File: src/rtl/fc_pkg.sv
`default_nettype none
// ============================================================================
//  Module   : fc_pkg
//  Purpose  : Shared types, constants and the output rounding rule for the
//             time-shared fully connected layer sequencer.
//  Contents : fc_state_t (sequencer states), DW, ACCW and fc_out().
//  Revision : 1.0 - initial release
// ============================================================================
package fc_pkg;

    localparam int DW   = 8;    // operand / result width
    localparam int ACCW = 16;   // product and accumulator width

    typedef enum logic [2:0] {
        S_IDLE  = 3'd0,
        S_RUN   = 3'd1,
        S_DRAIN = 3'd2,
        S_BIAS  = 3'd3,
        S_EMIT  = 3'd4
    } fc_state_t;

    // Output neuron value: upper byte of the wrapped 16-bit sum plus the
    // bias, wrapping modulo 256. Matches the combinational layer exactly.
    function automatic logic [DW-1:0] fc_out(
        input logic [ACCW-1:0] acc,
        input logic [DW-1:0]   bias
    );
        return acc[ACCW-1:DW] + bias;
    endfunction

endpackage : fc_pkg
`default_nettype wire

File: src/rtl/fc_mac_acc.sv
`default_nettype none
// ============================================================================
//  Module   : fc_mac_acc
//  Purpose  : 8x8 unsigned multiplier feeding a 16-bit wrapping accumulator.
//  Ports    : clk, rst_n  - clock, asynchronous active-low reset
//             clr         - clear accumulator (wins over en)
//             en          - add a*b to the accumulator this cycle
//             a, b        - 8-bit unsigned operands
//             acc         - registered 16-bit accumulator value
//  Revision : 1.0 - initial release
// ============================================================================
module fc_mac_acc
    import fc_pkg::*;
(
    input  logic            clk,
    input  logic            rst_n,
    input  logic            clr,
    input  logic            en,
    input  logic [DW-1:0]   a,
    input  logic [DW-1:0]   b,
    output logic [ACCW-1:0] acc
);

    logic [ACCW-1:0] prod;
    logic [ACCW-1:0] acc_d;
    logic [ACCW-1:0] acc_q;

    always_comb begin
        // Full 16-bit product of two 8-bit values never overflows; the sum
        // is allowed to wrap silently.
        prod  = ACCW'(a) * ACCW'(b);
        acc_d = acc_q;
        if (clr) begin
            acc_d = '0;
        end else if (en) begin
            acc_d = acc_q + prod;
        end
    end

    always_ff @(posedge clk or negedge rst_n) begin
        if (!rst_n) begin
            acc_q <= '0;
        end else begin
            acc_q <= acc_d;
        end
    end

    assign acc = acc_q;

endmodule : fc_mac_acc
`default_nettype wire

File: src/rtl/fc_seq_ctrl.sv
`default_nettype none
// ============================================================================
//  Module   : fc_seq_ctrl
//  Purpose  : Sequences one fully connected layer (M outputs, N inputs) on a
//             single time-shared MAC. Streams input/weight/bias buffers with
//             1-cycle read latency and returns each neuron on valid/ready.
//  Ports    : clk, rst_n            - clock, asynchronous active-low reset
//             start, abort          - run request (IDLE only), sync abort
//             busy, done            - activity flag, end-of-layer pulse
//             in_rd_en/in_addr/in_rdata - input vector buffer port
//             w_rd_en/w_addr/w_rdata    - weight matrix buffer (row-major)
//             b_rd_en/b_addr/b_rdata    - bias vector buffer
//             out_valid/out_ready/out_idx/out_data - result stream
//  Revision : 1.0 - initial release
// ============================================================================
module fc_seq_ctrl #(
    parameter int N  = 16,  // input vector length (>= 2)
    parameter int M  = 8,   // output vector length (>= 1)
    parameter int DW = 8    // data width, fixed at 8
) (
    input  logic                          clk,
    input  logic                          rst_n,
    input  logic                          start,
    input  logic                          abort,
    output logic                          busy,
    output logic                          done,
    output logic                          in_rd_en,
    output logic [$clog2(N)-1:0]          in_addr,
    input  logic [DW-1:0]                 in_rdata,
    output logic                          w_rd_en,
    output logic [$clog2(M*N)-1:0]        w_addr,
    input  logic [DW-1:0]                 w_rdata,
    output logic                          b_rd_en,
    output logic [((M > 1) ? $clog2(M) : 1)-1:0] b_addr,
    input  logic [DW-1:0]                 b_rdata,
    output logic                          out_valid,
    input  logic                          out_ready,
    output logic [((M > 1) ? $clog2(M) : 1)-1:0] out_idx,
    output logic [DW-1:0]                 out_data
);

    import fc_pkg::*;

    localparam int NW = $clog2(N);
    localparam int WW = $clog2(M * N);
    localparam int MW = (M > 1) ? $clog2(M) : 1;

    localparam logic [NW-1:0] J_LAST = NW'(N - 1);
    localparam logic [MW-1:0] I_LAST = MW'(M - 1);

    // ------------------------------------------------------------------
    // State, counters and registered outputs
    // ------------------------------------------------------------------
    fc_state_t         state_d,     state_q;
    logic [NW-1:0]     j_d,         j_q;        // column index, drives in_addr
    logic [WW-1:0]     w_d,         w_q;        // running weight address
    logic [MW-1:0]     i_d,         i_q;        // row index, drives b_addr
    logic [DW-1:0]     bias_d,      bias_q;
    logic              busy_d,      busy_q;
    logic              done_d,      done_q;
    logic              rd_en_d,     rd_en_q;    // shared input/weight strobe
    logic              b_rd_en_d,   b_rd_en_q;
    logic              out_valid_d, out_valid_q;
    logic [MW-1:0]     out_idx_d,   out_idx_q;
    logic [DW-1:0]     out_data_d,  out_data_q;

    logic              acc_clr;
    logic              acc_en;
    logic [ACCW-1:0]   acc;

    fc_mac_acc u_mac (
        .clk   (clk),
        .rst_n (rst_n),
        .clr   (acc_clr),
        .en    (acc_en),
        .a     (in_rdata),
        .b     (w_rdata),
        .acc   (acc)
    );

    // ------------------------------------------------------------------
    // Next-state and next-output logic
    // ------------------------------------------------------------------
    always_comb begin
        state_d     = state_q;
        j_d         = j_q;
        w_d         = w_q;
        i_d         = i_q;
        bias_d      = bias_q;
        out_valid_d = out_valid_q;
        out_idx_d   = out_idx_q;
        out_data_d  = out_data_q;
        done_d      = 1'b0;
        acc_clr     = 1'b0;
        acc_en      = 1'b0;

        if (abort) begin
            state_d     = S_IDLE;
            out_valid_d = 1'b0;
            acc_clr     = 1'b1;
        end else begin
            case (state_q)
                S_IDLE: begin
                    if (start) begin
                        state_d = S_RUN;
                        i_d     = '0;
                        j_d     = '0;
                        w_d     = '0;
                        acc_clr = 1'b1;
                    end
                end

                S_RUN: begin
                    // Read data lags the strobe by one cycle, so column j
                    // consumes the operands requested at column j-1.
                    acc_en = (j_q != '0);
                    if (j_q == J_LAST) begin
                        state_d = S_DRAIN;
                    end else begin
                        j_d = j_q + 1'b1;
                        w_d = w_q + 1'b1;
                    end
                end

                S_DRAIN: begin
                    acc_en  = 1'b1;
                    bias_d  = b_rdata;
                    state_d = S_BIAS;
                end

                S_BIAS: begin
                    out_data_d  = fc_out(acc, bias_q);
                    out_idx_d   = i_q;
                    out_valid_d = 1'b1;
                    state_d     = S_EMIT;
                end

                S_EMIT: begin
                    if (out_ready) begin
                        out_valid_d = 1'b0;
                        if (i_q == I_LAST) begin
                            state_d = S_IDLE;
                            done_d  = 1'b1;
                        end else begin
                            // Weight address simply continues into the next
                            // row: row-major layout makes i*N+j contiguous.
                            i_d     = i_q + 1'b1;
                            j_d     = '0;
                            w_d     = w_q + 1'b1;
                            acc_clr = 1'b1;
                            state_d = S_RUN;
                        end
                    end
                end

                default: begin
                    state_d = S_IDLE;
                end
            endcase
        end

        // Strobes are registered from the next state so they line up with
        // the cycle in which the sequencer sits in RUN.
        busy_d    = (state_d != S_IDLE);
        rd_en_d   = (state_d == S_RUN);
        b_rd_en_d = rd_en_d && (j_d == J_LAST);
    end

    // ------------------------------------------------------------------
    // State register
    // ------------------------------------------------------------------
    always_ff @(posedge clk or negedge rst_n) begin
        if (!rst_n) begin
            state_q     <= S_IDLE;
            j_q         <= '0;
            w_q         <= '0;
            i_q         <= '0;
            bias_q      <= '0;
            busy_q      <= 1'b0;
            done_q      <= 1'b0;
            rd_en_q     <= 1'b0;
            b_rd_en_q   <= 1'b0;
            out_valid_q <= 1'b0;
            out_idx_q   <= '0;
            out_data_q  <= '0;
        end else begin
            state_q     <= state_d;
            j_q         <= j_d;
            w_q         <= w_d;
            i_q         <= i_d;
            bias_q      <= bias_d;
            busy_q      <= busy_d;
            done_q      <= done_d;
            rd_en_q     <= rd_en_d;
            b_rd_en_q   <= b_rd_en_d;
            out_valid_q <= out_valid_d;
            out_idx_q   <= out_idx_d;
            out_data_q  <= out_data_d;
        end
    end

    // ------------------------------------------------------------------
    // Outputs
    // ------------------------------------------------------------------
    assign busy      = busy_q;
    assign done      = done_q;
    assign in_rd_en  = rd_en_q;
    assign w_rd_en   = rd_en_q;
    assign b_rd_en   = b_rd_en_q;
    assign in_addr   = j_q;
    assign w_addr    = w_q;
    assign b_addr    = i_q;
    assign out_valid = out_valid_q;
    assign out_idx   = out_idx_q;
    assign out_data  = out_data_q;

endmodule : fc_seq_ctrl
`default_nettype wire

File: config.mk
export PLATFORM = sky130hd
export DESIGN_NAME = fc_seq_ctrl
export DESIGN_NICKNAME = d
export VERILOG_FILES = /design/src/rtl/fc_pkg.sv /design/src/rtl/fc_mac_acc.sv /design/src/rtl/fc_seq_ctrl.sv
export SDC_FILE = /design/constraint.sdc
export NUM_CORES = 1
export LEC_CHECK = 0
export ABC_AREA = 1
export BUFFER_PORTS_ARGS = -buffer_cell sky130_fd_sc_hd__buf_4
export CAP_MARGIN = 0
export CORE_MARGIN = 2
export CORE_UTILIZATION = 40
export CTS_CLUSTER_DIAMETER = 40
export DETAILED_ROUTE_END_ITERATION = 16
export HOLD_SLACK_MARGIN = 0.08
export PLACE_DENSITY = 0.69
export SYNTH_ARGS = -nofsm -noshare
export SYNTH_HDL_FRONTEND = slang
export SYNTH_SLANG_ARGS = --single-unit
File: constraint.sdc
create_clock -name clk -period 12.2 [get_ports clk]
set_clock_uncertainty 0.15 [all_clocks]
set_input_delay 0.61 -clock clk [delete_from_list [all_inputs] [get_ports clk]]
set_output_delay 0.61 -clock clk [all_outputs]
set_load 0.01 [all_outputs]
==> Word-level counts from Yosys, hierarchy flattened <==
Cells that the tools add are included.
{ "classes": {"n_addsub": 5, "mul": 1, "eq_ne": 13, "mux": 37, "bitwise": 1, "reduce_logical": 13} }
{ "op_table": {"columns": ["cell", "n"], "rows": [
  ["16-bit 2-to-1 mux", 2],
  ["7-bit 2-to-1 mux", 4],
  ["3-bit 2-to-1 mux", 7],
  ["7-bit case mux with 3 select lines", 1],
  ["4-bit 2-to-1 mux", 5],
  ["16-bit adder", 1],
  ["8-bit by 8-bit multiplier with 16-bit output", 1],
  ["3-bit case mux with 5 select lines", 1],
  ["1-bit 2-to-1 mux", 12],
  ["4-bit case mux with 3 select lines", 1],
  ["3-bit nonzero test", 3],
  ["8-bit adder", 1],
  ["4-bit == test (second input constant)", 2],
  ["2-bit inequality test (second input constant)", 4],
  ["7-bit by 1-bit adder with 7-bit output (second input constant)", 1],
  ["3-bit by 1-bit == test with 1-bit output (second input constant)", 2],
  ["3-bit by 2-bit == test with 1-bit output (second input constant)", 2],
  ["3-bit == test (second input constant)", 2],
  ["1-bit case mux with 2 select lines", 3],
  ["3-bit case mux with 2 select lines", 1],
  ["2-bit AND reduction", 3],
  ["6-bit AND reduction", 1],
  ["5-bit AND reduction", 1],
  ["4-bit by 1-bit adder with 4-bit output (second input constant)", 1],
  ["other kinds (7)", 8]
]} }
{ "totals": {"register_bits": 57, "inputBits": 29, "output_inout_bits": 31, "elab_cells": 83} }

==> Depth between registers and ports, before layout <==
Gate-level depths: netlist (run 1).
{ "logic_depth": {"ltp_word": 7, "mapped_depth": 21} }

==> Modules after synthesis <==
From an unflattened synthesis (run 1), not the netlist that was laid out.
{ "unflattened": {"cells_unflattened": 758, "area_unflattened_um2": 5709.2} }
{ "by_module_without_submodules": {"columns": ["mod", "instances", "cells_each", "area_per_inst_um2"], "rows": [
  ["fc_mac_acc", 1, 477, 3388.2],
  ["fc_seq_ctrl", 1, 281, 2321.0]
]} }

==> Least setup slack after synthesis (run 1) <==
Ideal clock, no wire load.
{ "synth_timing": {"path_kind": "input-to-reg", "start": "in in_rdata[0]", "end": "reg u_mac.acc_q[8] (netlist: u_mac.acc[8])", "arrival_time_ps": 4109, "t_required_ps": 11933, "setup_slack_ps": 7825, "path_stages": 17, "path_buffers": 1, "cell_sequence": "clkbuf_1 nand2_1 fa_1 fa_1 inv_1 fa_1 inv_1 fa_1 inv_1 ha_1 nand2_1 inv_1 nand2_1 nand2_1 or2_2 nand3_1 nand2_1"} }
{ "synth_via": {"elab_chain_cells": 4} }
{ "synth_rtl": {"columns": ["item", "line", "source"], "rows": [
  ["from (decl)", "fc_seq_ctrl.sv:29", "input logic [DW-1:0] in_rdata,"],
  ["8-bit by 8-bit multiplier with 16-bit output", "fc_mac_acc.sv:31", "prod = ACCW'(a) * ACCW'(b);"],
  ["16-bit adder", "fc_mac_acc.sv:36", "acc_d = acc_q + prod;"],
  ["16-bit 2-to-1 mux", "fc_mac_acc.sv:35", "end else if (en) begin"],
  ["16-bit 2-to-1 mux", "fc_mac_acc.sv:33", "if (clr) begin"],
  ["to (signal assigned)", "fc_mac_acc.sv:42", "acc_q <= '0;"],
  ["to (signal assigned)", "fc_mac_acc.sv:44", "acc_q <= acc_d;"],
  ["to (decl)", "fc_mac_acc.sv:26", "logic [ACCW-1:0] acc_q;"]
]} }
Every way passes these cells. The select of a mux whose other input is x is not followed.
A chain may end at the register's enable or synchronous reset.

==> Final worst setup path (run 1) <==
{ "layout_timing": {"start": "in w_rdata[1]", "end": "reg u_mac.acc_q[9] (netlist: u_mac.acc[9])"} }
{ "layout_via": {"elab_chain_cells": 4} }
{ "layout_rtl": {"columns": ["item", "line", "source"], "rows": [
  ["from (decl)", "fc_seq_ctrl.sv:32", "input logic [DW-1:0] w_rdata,"],
  ["8-bit by 8-bit multiplier with 16-bit output", "fc_mac_acc.sv:31", null],
  ["16-bit adder", "fc_mac_acc.sv:36", null],
  ["16-bit 2-to-1 mux", "fc_mac_acc.sv:35", null],
  ["16-bit 2-to-1 mux", "fc_mac_acc.sv:33", null]
]} }
Every way passes these cells. The select of a mux whose other input is x is not followed.

==> impl_metrics.csv, run 1 <==
group,metric,value,unit
layout,diodes,0,
critical_path,reg2reg_to,"u_mac.acc[9]",
grt,grt_overflow,0,
grt,grt_pass1_wl,20900,um
routing,vias_per_cell,4.64,
clock_tree,path_clk_slew,0.06,ns
routing,top_layer_used,"met4",
clock_tree,cts_buffers,9,
clock_tree,clock_latency,0.32,ns
run,max-cap-violations,0,
timing,setup_viol,0,
layout,final_area,0.00656,sq mm
place,placed_cells,970,
critical_path,path_class,"in -> reg",
synthesis,synth.area.top_cells,"dfrtp_1 25%, fa_1 18%, nand2_1 15%, inv_1 12%, ha_1 10%",
synthesis,ys_seq_elements,57,
layout,utilization,47.2,%
synthesis,synth_cell_types,36,
clock_tree,ctsHoldBuffers,0,
synthesis,synth_edf_count,0,
critical_path,crit_end,"u_mac.acc[9]",
synthesis,ys.flop_type,"dfrtp_1",
die,io_pins,60,
layout,syn_to_final_growth,15.3,%
clock_tree,clkSinkCount,57,
die,core,0.0139,sq mm
routing,wirelength,12100,um
timing,max-slew-margin-rel,50.3,%
die,rows,43,
place,port_buffers,59,
die,initial_core_util,41.0,%
synthesis,yosys_warnings,0,
min_path,hold_class,"in -> async",
power,peakVddDrop,0.0000839,V
timing,hold_slack,0.196,ns
critical_path,worst_setup_path_end_kind,"flop",
place,gp_congestion,0.846,
routing,via_count,4575,
synthesis,async_flop_share,100,%
layout,final_layout_size_suffix_gt1_share,13.3,%
routing,wl_per_cell,12.3,um
routing,wl_met2,5990,um
clock_tree,htree_levels,3,
place,pre_cts_slack,7.65,ns
place,post-dp-hpwl,9680,um
critical_path,r2r_cells,16,
synthesis,synth_nets,879,
power,p_leak,3.91,nW
outcome,status,"finished clean",
grt,grt_max_degree,58,
power,power.density,175,mW/mm^2
critical_path,required,12.27,ns
die,die_w,123,um
grt,grt_pass1_vias,4585,
timing,fmax,238,MHz
die,dieArea,0.0152,sq mm
clock_tree,clockRootBuffer,"clkbuf_16",
critical_path,crit-reg2reg-launch,"u_mac.acc[6]",
critical_path,crit_path_start_kind,"input port",
die,dieHeight,123,um
critical_path,worst-endpoint-arrival,4.26,ns
timing,tightest_slew,0.745,ns
clock_tree,ctsResizeCount,0,
clock_tree,cts_tree,"built",
synthesis,synth_top_area_share,25.1,%
critical_path,r2r_slack,8.08,ns
synthesis,synthCells,752,
layout,finalNonFillerCells,986,
routing,wl_met3,392,um
synthesis,synth.cell_area,0.00568,sq mm
clock_tree,cts_setup_buffers,0,
place,dpl-instance-area,0.00625,sq mm
timing,setup_slack,8.01,ns
timing,rsz0062_at_grt,"false",
routing,drt_first_iter_violations,177,
timing,fin_crit,4.19,ns
synthesis,yosysSeqAreaShare,25.1,%
synthesis,yosysTopAreaCell,"dfrtp_1",
routing,antenna_left,0,
routing,dr.pass1.iters,6,
routing,drc,0,
power,total_power,1.15,mW
clock_tree,clockBufferDepth,2,
grt,antenna_found_initial,0,
layout,layout.nets,928,
timing,drv_slew,0,
routing,wl_met1,5590,um
synthesis,avgSynthCellArea,7.56,sq um
timing,hold_viol,0,
timing,fin_crit_sh,34.4,%
timing,final.setup.tns,0,ns
grt,track_usage,17.2,%
critical_path,cp_max_fo,8,
critical_path,startpoint,"w_rdata[1]",
routing by layer:
metal / vias to the layer above / GRT usage [%]
li1: 2339 / -
met1: 2162 / 22.8
met2: 65 / 29.6
met3: 9 / 2.54
met4: 0 / 4.47
met5: - / 0
registers in the layout (all words and copies together) (netlist names):
signal and flops:
bias_q 8, busy 1, out_data 8, u_mac.acc 16
b_rd_en 1, out_idx 3, done 1, in_rd_en 1
in_addr 4, out_valid 1, state_q 3, w_addr 7
b_addr 3
how the worst min path moves through the flow:
| stage | start | end |
|---|---|---|
| after floorplan | rst_n | b_addr[0] |
| after global placement | u_mac.acc[6] | u_mac.acc[6] |
| after detailed placement | u_mac.acc[1] | u_mac.acc[1] |
| after CTS | rst_n | b_rd_en |
| after global routing | rst_n | b_rd_en |
| final | rst_n | b_rd_en |
cell usage after synthesis, types with 2 or more instances:
| cell | number |
|---|---|
| a21oi_1 | 16 |
| a31oi_1 | 2 |
| buf_2 | 3 |
| buf_6 | 2 |
| clkbuf_1 | 15 |
| dfrtp_1 | 57 |
| fa_1 | 51 |
| ha_1 | 47 |
| inv_1 | 180 |
| inv_2 | 8 |
| mux2_2 | 7 |
| nand2_1 | 231 |
| nand2_2 | 3 |
| nand2_4 | 2 |
| nand3_1 | 42 |
| nand4_1 | 9 |
| nor2_1 | 24 |
| nor2_4 | 4 |
| o21ai_0 | 12 |
| o21ai_1 | 4 |
| o21bai_1 | 3 |
| or2_2 | 3 |
| xnor2_1 | 4 |
| xor2_1 | 11 |
final cells by class:
| class | count | area, sq um |
|---|---|---|
| Clock buffer | 11 | 243 |
| Clock inverter | 5 | 62.6 |
| Fill cell | 1415 | 7320 |
| Inverter | 188 | 706 |
| Multi-Input combinational cell | 486 | 3450 |
| Sequential cell | 57 | 1430 |
| Tap cell | 180 | 225 |
| Timing Repair Buffer | 59 | 443 |
kinds of logic (layout without fill, tap and decap cells):
| kind of cell | after synthesis | count (layout) | share of synthesized area (%) |
|---|---|---|---|
| AND/OR/NAND/NOR | 325 | 325 | 24.6 |
| buffers and inverters | 209 | 263 | 14.2 |
| adder cells (fa/ha/maj) | 98 | 98 | 28.3 |
| flip-flops | 57 | 57 | 25.1 |
| AO/OA/AOI/OAI | 41 | 41 | 4.14 |
| XOR/XNOR | 15 | 15 | 2.31 |
| multiplexers | 7 | 7 | 1.39 |
worst max-delay path: stages:
cell and delay [ns]:
buf_4 0.15, nand2_1 0.09, fa_1 0.50, inv_1 0.05
fa_1 0.49, inv_1 0.05, fa_1 0.48, fa_1 0.57
inv_1 0.05, ha_1 0.36, nand2_1 0.11, nand3_1 0.19
nand2_1 0.11, nand2_1 0.06, or2_2 0.27, nand3_1 0.07
nand2_1 0.06
power by group:
part	switching [mW]	internal, mW	total [mW]
clock	0.0922	0.165	0.257
combinational	0.405	0.253	0.658
sequential	0.0221	0.209	0.231
placed cells by master (no fill, tap or decap), types with 4 or more instances in the layout:
cell type | synthesis | layout
o21ai_1 | 4 | 4
a21oi_1 | 16 | 16
dfrtp_1 | 57 | 57
nand3_1 | 42 | 42
xor2_1 | 11 | 11
mux2_2 | 7 | 7
inv_2 | 8 | 8
nand4_1 | 9 | 9
nand2_1 | 231 | 231
xnor2_1 | 4 | 4
clkbuf_16 | 0 | 9
nor2_4 | 4 | 4
nor2_1 | 24 | 24
inv_1 | 180 | 180
fa_1 | 51 | 51
ha_1 | 47 | 47
buf_4 | 1 | 59
o21ai_0 | 12 | 12
(Power assumes the default switching activity.)
==> inputs of run 2 (changes only) <==
==> constraint.sdc (replaced) <==
create_clock -name clk -period 3.9 [get_ports clk]
set_clock_uncertainty 0.15 [all_clocks]
set_input_delay 0.195 -clock clk [delete_from_list [all_inputs] [get_ports clk]]
set_output_delay 0.195 -clock clk [all_outputs]
set_load 0.01 [all_outputs]
==> impl_metrics.csv, run 2 (same netlist as run 1, synthesis figures left out) <==
group,metric,value,unit
clock_tree,htree_levels,3,
routing,via_count,4733,
timing,tightest_slew,0.736,ns
place,gp_congestion,0.854,
clock_tree,clockBufferDepth,2,
power,p_leak,4.13,nW
layout,final_common_cell,"nand2_1",
layout,utilization,50.3,%
grt,grt_overflow,0,
power,peakVddDrop,0.000319,V
min_path,hold_class,"in -> reg",
layout,layout.nets,970,
grt,grt_pass1_vias,4535,
timing,fmax,266,MHz
timing,hold_viol,0,
die,die_w,123,um
timing,fin_crit_sh,96.5,%
layout,largest_reg_flops,16,
outcome,status,"finished clean",
grt,antenna_found_initial,0,
place,port_buffers,59,
grt,track_usage,17.1,%
layout,diodes,0,
clock_tree,cts_tree,"built",
grt,grt_max_degree,58,
die,rows,43,
timing,fin_crit,3.76,ns
clock_tree,cts_buffers,9,
clock_tree,path_clk_slew,0.06,ns
routing,dr.pass1.iters,4,
clock_tree,clkSinkCount,57,
critical_path,cp_max_fo,5,
routing,drc,0,
critical_path,worst-endpoint-arrival,3.82,ns
routing,antenna_left,0,
critical_path,crit_path_start_kind,"flop",
die,dieHeight,123,um
die,core,0.0139,sq mm
timing,rsz0062_at_grt,"true",
place,post-dp-hpwl,9820,um
routing,wl_per_cell,12.0,um
routing,wirelength,12400,um
critical_path,path_class,"reg -> reg",
timing,setup_viol,0,
layout,final_layout_size_suffix_gt1_share,19.2,%
power,power.density,562,mW/mm^2
timing,drv_slew,0,
grt,grt_pass1_wl,20500,um
clock_tree,clockRootBuffer,"clkbuf_16",
critical_path,worst_setup_path_end_kind,"flop",
timing,final.setup.tns,0,ns
layout,syn_to_final_growth,22.8,%
die,io_pins,60,
run,max-cap-violations,0,
routing,vias_per_cell,4.60,
layout,layout.cells.most_common_list,"225 x nand2_1, 173 x inv_1, 90 x buf_4, 57 x dfrtp_1, 50 x fa_1",
die,dieArea,0.0152,sq mm
die,initial_core_util,41.0,%
routing,drt_first_iter_violations,129,
critical_path,required,3.96,ns
timing,max-slew-margin-rel,50.9,%
clock_tree,clock_latency,0.33,ns
[run 2: critical path: stages (launching register included)]
cell	delay [ns]
dfrtp_1	0.34
inv_1	0.06
fa_1	0.54
inv_1	0.06
fa_1	0.48
inv_1	0.05
fa_1	0.46
fa_1	0.51
inv_2	0.05
ha_4	0.27
nand3_2	0.08
nand3_2	0.08
nand2_1	0.07
nand2_1	0.05
or2_2	0.27
nand3_1	0.08
nand2_1	0.06
[run 2: power by group]
group / total, mW / switching (mW) / internal, mW
clock network: 0.732 / 0.299 / 0.433
logic: 2.47 / 1.44 / 1.03
registers: 0.723 / 0.0687 / 0.654
[run 2: area by class of cell]
class	instances	area (sq um)
inverters	188	706
clock buffers	9	225
clock inverters	7	55.1
well taps	180	225
fillers	1333	6900
repair buffers	101	786
flip-flops and latches	57	1430
multi-input cells	486	3560
[run 2: worst paths after layout]
kind	start	endpoint	slack, ns	depth (start not counted)
max in group asynchronous	rst_n	u_mac.acc[0]	2.78	2
min in group asynchronous	rst_n	in_addr[3]	0.32	2
max	u_mac.acc[6]	u_mac.acc[9]	0.14	16
min	start	in_addr[3]	0.22	5
min reg2reg	u_mac.acc[6]	u_mac.acc[6]	0.32	2
max reg2reg	u_mac.acc[6]	u_mac.acc[9]	0.14	16
[run 2: what timing repair did]
action	4_1_cts	5_1_grt
hold buffers	11	0
cloned	0	0
pin swaps	2	13
setup buffers	0	1
resized for setup	6	22
endpoints found under the hold margin	69	0
setup endpoints to repair	8	8
[run 2: per-layer routing]
layer | wire length, um | GRT usage, % | share of wire [%] | vias to the layer above
met5 | 0 | 0 | 0 | -
li1 | - | - | - | 2413
met1 | 5630 | 22.7 | 46 | 2243
met4 | 173 | 4.55 | 1.4 | 0
met2 | 6230 | 28.9 | 50 | 62
met3 | 325 | 2.95 | 2.6 | 15
[run 2: stage by stage]
stage          worst slack (ns)  power, mW  instances  cell area [sq um]  hold slack [ns]
3_5_place_dp             -0.161       2.89       1000               6480            0.159
6_report                  0.138       3.92       1028               6980            0.215
2_1_floorplan           0.00144       2.32        752               5700           -0.251
3_3_place_gp             -0.124       2.85       1000               6480            0.150
5_1_grt                 -0.0301       4.32       1028               6980            0.237
4_1_cts                  0.0170       3.74       1027               6910            0.205
